### src/rtl/mult_pipe_sxs.sv
// Pipelined shift-add multiplier with selectable operand signedness and valid tracking.
// Define MULT_PIPE_ROUND_EN for round-half-up with saturation on the DROP LSBs; otherwise the result is floor-truncated.
module mult_pipe_sxs #(
  parameter int A_W      = 26,
  parameter int B_W      = 14,
  parameter int A_SIGNED = 0,
  parameter int B_SIGNED = 1,
  parameter int DROP     = 0,
  localparam int P_W     = A_W + B_W - DROP
) (
  input  logic           clk,
  input  logic           rst_n,
  input  logic           in_valid,
  input  logic [A_W-1:0] in_a,
  input  logic [B_W-1:0] in_b,
  output logic           out_valid,
  output logic [P_W-1:0] product
);

  localparam int N  = A_W + B_W;
  localparam int FW = N + 1;
  localparam int EW = N + 2;

  function automatic logic [A_W-1:0] abs_a(input logic [A_W-1:0] x);
    if (A_SIGNED != 0 && x[A_W-1]) return ~x + 1'b1;
    return x;
  endfunction

  function automatic logic [B_W-1:0] abs_b(input logic [B_W-1:0] x);
    if (B_SIGNED != 0 && x[B_W-1]) return ~x + 1'b1;
    return x;
  endfunction

`ifdef MULT_PIPE_ROUND_EN
  localparam bit UNS = (A_SIGNED == 0) && (B_SIGNED == 0);
  localparam logic signed [EW-1:0] HALF =
    (DROP == 0) ? EW'(0) : EW'(1) << ((DROP == 0) ? 0 : DROP - 1);

  // Unsigned x unsigned results are non-negative, so they saturate to all ones.
  function automatic logic [P_W-1:0] shape(input logic signed [FW-1:0] f);
    logic signed [EW-1:0] r;
    if (DROP == 0) return P_W'(f);
    r = $signed({f[FW-1], f}) + HALF;
    r = r >>> DROP;
    if (UNS) begin
      if (r[EW-1:P_W] != '0) return '1;
    end else if (!r[EW-1] && r[EW-2:P_W-1] != '0) begin
      return {1'b0, {(P_W-1){1'b1}}};
    end
    return P_W'(r);
  endfunction
`else
  function automatic logic [P_W-1:0] shape(input logic signed [FW-1:0] f);
    return P_W'(f >>> DROP);
  endfunction
`endif

  logic [N-1:0]         mc_p  [0:B_W-1];
  logic [B_W-1:0]       bb_p  [0:B_W-1];
  logic [N-1:0]         acc_p [0:B_W];
  logic [B_W:0]         s_p;
  logic [B_W:0]         vld_p;
  logic signed [FW-1:0] full_p;
  logic                 vld_f;

  always_ff @(posedge clk) begin
    // stage 0: magnitudes and product sign
    mc_p[0]  <= {{B_W{1'b0}}, abs_a(in_a)};
    bb_p[0]  <= abs_b(in_b);
    acc_p[0] <= '0;
    s_p[0]   <= ((A_SIGNED != 0) & in_a[A_W-1]) ^ ((B_SIGNED != 0) & in_b[B_W-1]);
    // stages 1..B_W: one partial product per stage
    for (int k = 1; k <= B_W; k++) begin
      acc_p[k] <= acc_p[k-1] + (bb_p[k-1][0] ? mc_p[k-1] : '0);
      s_p[k]   <= s_p[k-1];
    end
    for (int k = 1; k < B_W; k++) begin
      mc_p[k] <= mc_p[k-1] << 1;
      bb_p[k] <= bb_p[k-1] >> 1;
    end
    // sign-apply stage; the extra bit keeps unsigned products non-negative
    full_p <= s_p[B_W] ? -$signed({1'b0, acc_p[B_W]}) : $signed({1'b0, acc_p[B_W]});
  end

  always_ff @(posedge clk or negedge rst_n) begin
    if (!rst_n) begin
      vld_p     <= '0;
      vld_f     <= 1'b0;
      out_valid <= 1'b0;
      product   <= '0;
    end else begin
      vld_p     <= {vld_p[B_W-1:0], in_valid};
      vld_f     <= vld_p[B_W];
      // output stage: product only moves on a valid slot
      out_valid <= vld_f;
      if (vld_f) product <= shape(full_p);
    end
  end

endmodule

### config.mk
export PLATFORM = sky130hd
export DESIGN_NAME = mult_pipe_sxs
export DESIGN_NICKNAME = d
export VERILOG_FILES = /design/src/rtl/mult_pipe_sxs.sv
export SDC_FILE = /design/constraint.sdc
export NUM_CORES = 1
export LEC_CHECK = 0
export ABC_AREA = 1
export BUFFER_PORTS_ARGS = -buffer_cell sky130_fd_sc_hd__buf_2
export CAP_MARGIN = 30
export CORE_MARGIN = 1.5
export CORE_UTILIZATION = 25
export DETAILED_ROUTE_END_ITERATION = 10
export HOLD_SLACK_MARGIN = 0.12
export SLEW_MARGIN = 15
export SYNTH_ARGS = -nofsm -noshare
export SYNTH_HDL_FRONTEND = slang
export SYNTH_SLANG_ARGS = --single-unit
### constraint.sdc
create_clock -name clk -period 2.5 [get_ports clk]
set_input_delay 0 -clock clk [delete_from_list [all_inputs] [get_ports clk]]
set_output_delay 0 -clock clk [all_outputs]
set_load 0.005 [all_outputs]
==> flow_metrics.py, run 1 <==
metrics = {
    "finish": {
        "nets": 7350,
        "final_cells": 9580,
        "drive_above_1_share_pct": 6.59,
        "area_delta_synth_final_pct": 18.8,
        "finish.utilization_pct": 30.0,
    },
    "synth": {
        "synth_top_family_by_area": "simple AND/OR/NAND/NOR gates",
        "synth_top_area_share_pct": 40.7,
        "synth_area_leaders": "dfxtp_1 41%, nand2_1 17%, inv_1 9.0%",
        "synth_top_area_cell": "dfxtp_1",
        "synth-edff-count": 0,
        "synthMuxAreaShare_pct": 0.924,
        "syn_area_um2": 48800,
        "synth-xor-area-share_pct": 3.90,
        "ys_types": 44,
        "synth-compound-area-share_pct": 5.46,
        "synth-seq-cells": 1049,
        "synth_ff_type": "dfxtp_1",
        "netlist_instances": 6637,
        "ys_warn_count": 0,
        "synth-adder-area-share_pct": 9.23,
        "async_flop_share_pct": 5.43,
        "syn_nets": 7032,
        "synthSimpleGateAreaFrac_pct": 27.4,
        "syn_area_per_cell_um2": 7.35,
        "ys_seq_area_share_pct": 43.7,
    },
    "place": {
        "port_buffers": 83,
        "globalplace.congestion": 0.903,
        "place_hpwl_um": 120000,
        "placedCellCount": 9269,
        "dp_worst_setup_slack_ns": 0.0839,
    },
    "power_and_ir_drop": {
        "p_leak_nw": 31.2,
        "p_int_mw": 40.4,
        "p_switching_mw": 25.9,
        "power_frac_seq_pct": 35.4,
        "p_total_mw": 66.3,
        "power_density_nw_per_um2": 1150,
        "combPwrFrac_pct": 37.3,
        "vdd_drop_max_v": 0.000671,
        "p_sw_share_pct": 39.1,
        "clockPowerShare_pct": 27.3,
    },
    "worst_setup_path": {
        "path_cells": "dlygate4sd3_1 > buf_2 > nor2_1 > nand2_1 > dlygate4sd3_1 > or3_1 > dlygate4sd3_1 > nand3b_1 > nand2_1 > dlygate4sd3_1",
        "path_class": "input port to register",
        "crit_family": "buffers and inverters",
        "cp.required_ns": 3.13,
        "cp_common_cell": "dlygate4sd3_1",
        "cp_slowest_cell": "dlygate4sd3_1",
        "end_kind": "register",
        "crit_path_max_incr_delay_ns": 0.58,
        "start_kind": "input port",
        "arrival_ns": 3.02,
        "crit_fanout": 3,
        "path_buf_inv": 5,
    },
    "timing": {
        "min_period_over_period_pct": 95.9,
        "finalHoldViolCount": 0,
        "slew_headroom_pct": 55.9,
        "max_freq_ghz": 0.417,
        "fin_crit_ns": 2.40,
        "finalMaxSlewViolations": 0,
        "finalClockSkew_ns": 0.0560,
        "worst_slack_ns": 0.103,
        "finalSetupViolCount": 0,
        "worst_pin_slew_ns": 0.655,
    },
    "clock_network": {
        "clk_pin_slew_ns": 0.06,
        "cts_sinks": 1049,
        "cts-root-buf": "clkbuf_16",
        "cts_buffer_depth": 3,
        "post-cts-setup-buffers": 0,
        "h-tree-depth": 3,
        "cts_tree": "built",
        "clk_latency_ns": 0.79,
        "numCtsBuffers": 113,
    },
    "detailed_routing": {
        "totalWireLength_um": 145000,
        "firstDrtPassIters": 6,
        "drt-initial-drc-count": 1974,
        "via_count": 40849,
        "routedWlPerCell_um": 15.2,
        "drtAntennaViolNets": 0,
        "viasPerCell": 4.26,
        "route.detailed.drc": 0,
    },
    "worst_hold_path": {
        "hp-class": "input port to register",
    },
    "global_route": {
        "grt_pass1_vias": 41478,
        "grt_max_degree": 42,
        "track_usage_pct": 14.6,
        "antenna_found_initial": 6,
        "grt_first_pass_wirelength_um": 226000,
        "grt_overflow_total": 0,
    },
    "status": {
        "outcome": "complete, no violations",
    },
    "floorplanning": {
        "ios": 84,
        "start_util_pct": 25.2,
        "die_height_um": 445,
        "coreArea_um2": 193000,
        "die_area_um2": 198000,
        "die_w_um": 445,
        "rows": 161,
    },
    "run": {
        "cap_viol_max_count": 0,
    },
}
==> sequential cells by signal, indices dropped and copies added (netlist names) <==
register	flops
vld_p	15
full_p	40
s_p	15
product	40
out_valid	1
bb_p	105
vld_f	1
mc_p	364
acc_p	468
==> final timing paths <==
path                        startpoint            end  slack [ns]  depth (start not counted)
setup / recovery               in_b[7]    bb_p[0][12]        0.10                         10
hold / removal                 in_b[5]     bb_p[0][5]        0.19                          4
min in group asynchronous        rst_n    product[22]        0.36                          4
setup reg to reg           bb_p[1][14]  acc_p[1][104]        0.15                         13
max in group asynchronous        rst_n    product[31]        0.98                          6
hold reg to reg            bb_p[0][47]    bb_p[0][60]        0.29                          0
==> synth_stat cells (all sizes together), types with 2 or more instances <==
master	number
clkbuf	42
a21o	5
a21oi	311
nor3	56
or2	18
dfxtp	992
nor2	446
nor4	28
o31ai	6
ha	339
dfrtp	57
fa	13
nand4	108
a211oi	2
and2	33
o21a	6
xnor2	46
nand3	315
inv	1170
mux2	40
buf	9
o21bai	50
o21ai	105
nand2	2264
xor2	171
==> stage by stage <==
stage               hold slack (ns)  cell area, um^2  setup TNS, ns
finish                        0.194            57900              0
global route                  0.195            57900       -0.00877
CTS                           0.137            57900              0
detailed placement        -0.000449            52800              0
global placement            -0.0103            52800              0
floorplan                    -0.296            48800              0
==> cells by family after synthesis <==
kind of cell | Yosys count
and+or+nand+nor | 3271
AOI/OAI and AO/OA | 487
muxes | 40
DFF | 1049
adders and majority gates | 352
xor gates and xnor gates | 217
buffers and inverters | 1221
==> metal layers <==
metal  part of all wire, %  wire (um)  GRT usage [%]
met1                    40      58300           15.7
met2                    51      74700           27.7
met3                   3.4       4940           2.08
met4                   5.1       7400           6.93
met5                0.0089         13              0
==> power groups by stage <==
| stage | clock, mW | sequential [mW] | combinational [mW] |
|---|---|---|---|
| floorplan | 0 | 22.8 | 17.0 |
| global placement | 0 | 23.9 | 24.6 |
| detailed placement | 0 | 23.9 | 24.5 |
| CTS | 18.6 | 23.6 | 24.8 |
| global route | 19.3 | 23.9 | 28.0 |
| finish | 18.1 | 23.5 | 24.8 |
==> repair_timing <==
item / 4_1_cts / 5_1_grt
hold endpoints to repair: 99 / 0
gates resized for setup: 0 / 10
setup endpoints to repair: 0 / 16
hold buffers: 96 / 0
==> cell usage in the layout, fill, tap and decap left out, types with 10 or more instances in the layout <==
master         count
mux2_2            40
bufinv_16         17
xor2_1           171
nand4_1          108
or2_2             10
clkbuf_1          16
o21bai_1          49
buf_4             61
buf_12            13
and2_1            33
nor4_1            28
dfrtp_1           57
buf_2             83
xnor2_1           46
dfxtp_1          992
nor3_1            51
dlygate4sd3_1     96
clkbuf_8          12
a21oi_1          305
nand2_2           13
fa_1              13
clkbuf_16        114
inv_1           1170
ha_1             339
nor2_2            23
nand2_1         2251
clkinv_2          18
o21ai_0           92
nand3_1          307
nor2_1           422
==> worst reg2reg max path: cells and delay by family, from the launching register on <==
kind	cells	cell delay (ns)
buf+inv	2	0.20
fa+ha+maj	1	0.36
flops	1	0.33
simple gates	10	1.31
==> layout make-up <==
type	instances	area (um^2)
timing repair buffer	254	2110
fill	20812	135000
inverter	1170	4390
antenna	3	7.51
clock inverter	69	995
multi-input combinational	4367	22900
sequential	1049	21300
clock buffer	142	3080
tap	2526	3160
No activity file was read; power rests on OpenSTA's default activity.
==> run 2: changes to the inputs <==
- CELL_PAD_IN_SITES_DETAIL_PLACEMENT: default -> 1
- CELL_PAD_IN_SITES_GLOBAL_PLACEMENT: default -> 2
- PLACE_DENSITY_LB_ADDON: default -> 0.1
==> flow_metrics.py, run 2 (synthesized netlist as in run 1, its figures left out) <==
metrics = {
    "status": {
        "outcome": "complete, no violations",
    },
    "timing": {
        "finalMaxSlewViolations": 0,
        "fin_crit_ns": 2.40,
        "hold_slack_ns": 0.202,
        "finalSetupViolCount": 0,
        "worst_pin_slew_ns": 0.653,
        "setup_tns_ns": 0,
        "finalHoldViolCount": 0,
        "worst_slack_ns": 0.0980,
        "min_period_over_period_pct": 96.1,
        "max_freq_ghz": 0.416,
        "finalClockSkew_ns": 0.0544,
        "slew_headroom_pct": 56.0,
    },
    "detailed_routing": {
        "top_layer": "met5",
        "firstDrtPassIters": 5,
        "drt-met1-wl_um": 81100,
        "totalWireLength_um": 163000,
        "drtAntennaViolNets": 0,
        "drt-initial-drc-count": 1646,
        "routedWlPerCell_um": 17.0,
        "via_count": 40364,
        "viasPerCell": 4.21,
        "wl_met2_um": 73900,
        "route.detailed.drc": 0,
        "wl_met3_um": 4290,
    },
    "floorplanning": {
        "rows": 161,
        "start_util_pct": 25.2,
        "coreArea_um2": 193000,
        "die_w_um": 445,
        "ios": 84,
        "die_height_um": 445,
        "die_area_um2": 198000,
    },
    "clock_network": {
        "clk_pin_slew_ns": 0.06,
        "clk_latency_ns": 0.76,
        "cts_tree": "built",
        "numCtsBuffers": 119,
        "post-cts-setup-buffers": 0,
        "h-tree-depth": 3,
        "cts-root-buf": "clkbuf_16",
        "cts_sinks": 1049,
        "cts_buffer_depth": 3,
    },
    "run": {
        "cap_viol_max_count": 0,
    },
    "worst_setup_path": {
        "cp.required_ns": 3.11,
        "cp_slowest_cell": "dlygate4sd3_1",
        "crit_path_max_incr_delay_ns": 0.59,
        "end_kind": "register",
        "cp_common_cell": "dlygate4sd3_1",
        "crit_family": "buffers and inverters",
        "start_kind": "input port",
        "path_buf_inv": 6,
        "path_class": "input port to register",
        "path_cells": "dlygate4sd3_1 > buf_2 > dlygate4sd3_1 > inv_1 > nand2_1 > dlygate4sd3_1 > or3_1 > dlygate4sd3_1 > nand3b_1 > nand2_1",
        "crit_fanout": 2,
        "arrival_ns": 3.01,
    },
    "finish": {
        "largest_reg_flops": 468,
        "final_common_cell": "nand2_1",
        "nets": 7340,
        "final_cells": 9577,
        "stdcell_area_um2": 58000,
        "regMostFlops": "acc_p",
        "final_cell_mix": "2249 x nand2_1, 1170 x inv_1, 992 x dfxtp_1",
        "reg.largest.list": "acc_p (468), mc_p (364), bb_p (105)",
        "area_delta_synth_final_pct": 19.0,
        "finish.utilization_pct": 30.0,
        "drive_above_1_share_pct": 6.67,
    },
    "place": {
        "place_hpwl_um": 137000,
        "placedCellCount": 9254,
        "place_area_um2": 52700,
        "port_buffers": 83,
        "dp_worst_setup_slack_ns": 0.0998,
        "globalplace.congestion": 0.802,
    },
    "power_and_ir_drop": {
        "p_total_mw": 67.1,
        "p_switching_mw": 26.4,
        "p_leak_nw": 31.3,
        "p_int_mw": 40.6,
        "power_density_nw_per_um2": 1160,
        "clockPowerShare_pct": 27.6,
        "power_frac_seq_pct": 35.2,
        "vdd_drop_max_v": 0.000622,
        "combPwrFrac_pct": 37.3,
        "p_sw_share_pct": 39.4,
    },
    "global_route": {
        "grt_max_degree": 42,
        "grt_first_pass_wirelength_um": 253000,
        "grt_overflow_total": 0,
        "grt_pass1_vias": 41985,
        "track_usage_pct": 16.5,
        "antenna_found_initial": 7,
    },
    "worst_hold_path": {
        "hp-class": "input port to register",
    },
}
run 2: worst register-to-register path: cells and delay by family, from the launching register on:
family	cells	cell delay [ns]
fa+ha+maj	1	0.37
simple gates	10	1.25
flops	1	0.33
buf+inv	2	0.23
run 2: power groups by stage:
stage / logic (mW) / clock network [mW] / registers [mW]
floorplan: 17.0 / 0 / 22.8
global placement: 25.3 / 0 / 24.2
detailed placement: 25.3 / 0 / 24.2
CTS: 25.6 / 19.3 / 23.8
global route: 28.7 / 20.0 / 24.1
finish: 25.0 / 18.5 / 23.6
run 2: final timing paths:
kind                            endpoint  slack [ns]  cells after the start         from
max                          bb_p[0][12]         0.1                     10     in_b[11]
min                          bb_p[0][12]        0.20                      4     in_b[13]
max reg2reg                acc_p[0][260]        0.16                     13  bb_p[0][70]
min reg2reg                  bb_p[0][25]        0.28                      0  bb_p[0][12]
max in group asynchronous          vld_f        1.78                      4        rst_n
min in group asynchronous       vld_p[0]        0.34                      4        rst_n
run 2: layer usage:
layer,vias to the layer above,track usage (%)
met5,-,0
met4,4,3.54
met3,165,2.02
met2,395,27.3
met1,18684,23.0
li1,21116,-
run 2: timing repair:
action                                 4_1_cts  5_1_grt
setup endpoints to repair                    0       32
endpoints found under the hold margin       99        0
resized for setup                            0       16
hold buffers                                96        0
run 2: cell type report:
cell class | count | area [um^2]
Sequential cell | 1049 | 21300
Fill cell | 23411 | 135000
Tap cell | 2526 | 3160
Clock buffer | 159 | 3410
Clock inverter | 64 | 843
Antenna cell | 4 | 10.0
Multi-Input combinational cell | 4367 | 22900
Timing Repair Buffer | 238 | 1980
Inverter | 1170 | 4390
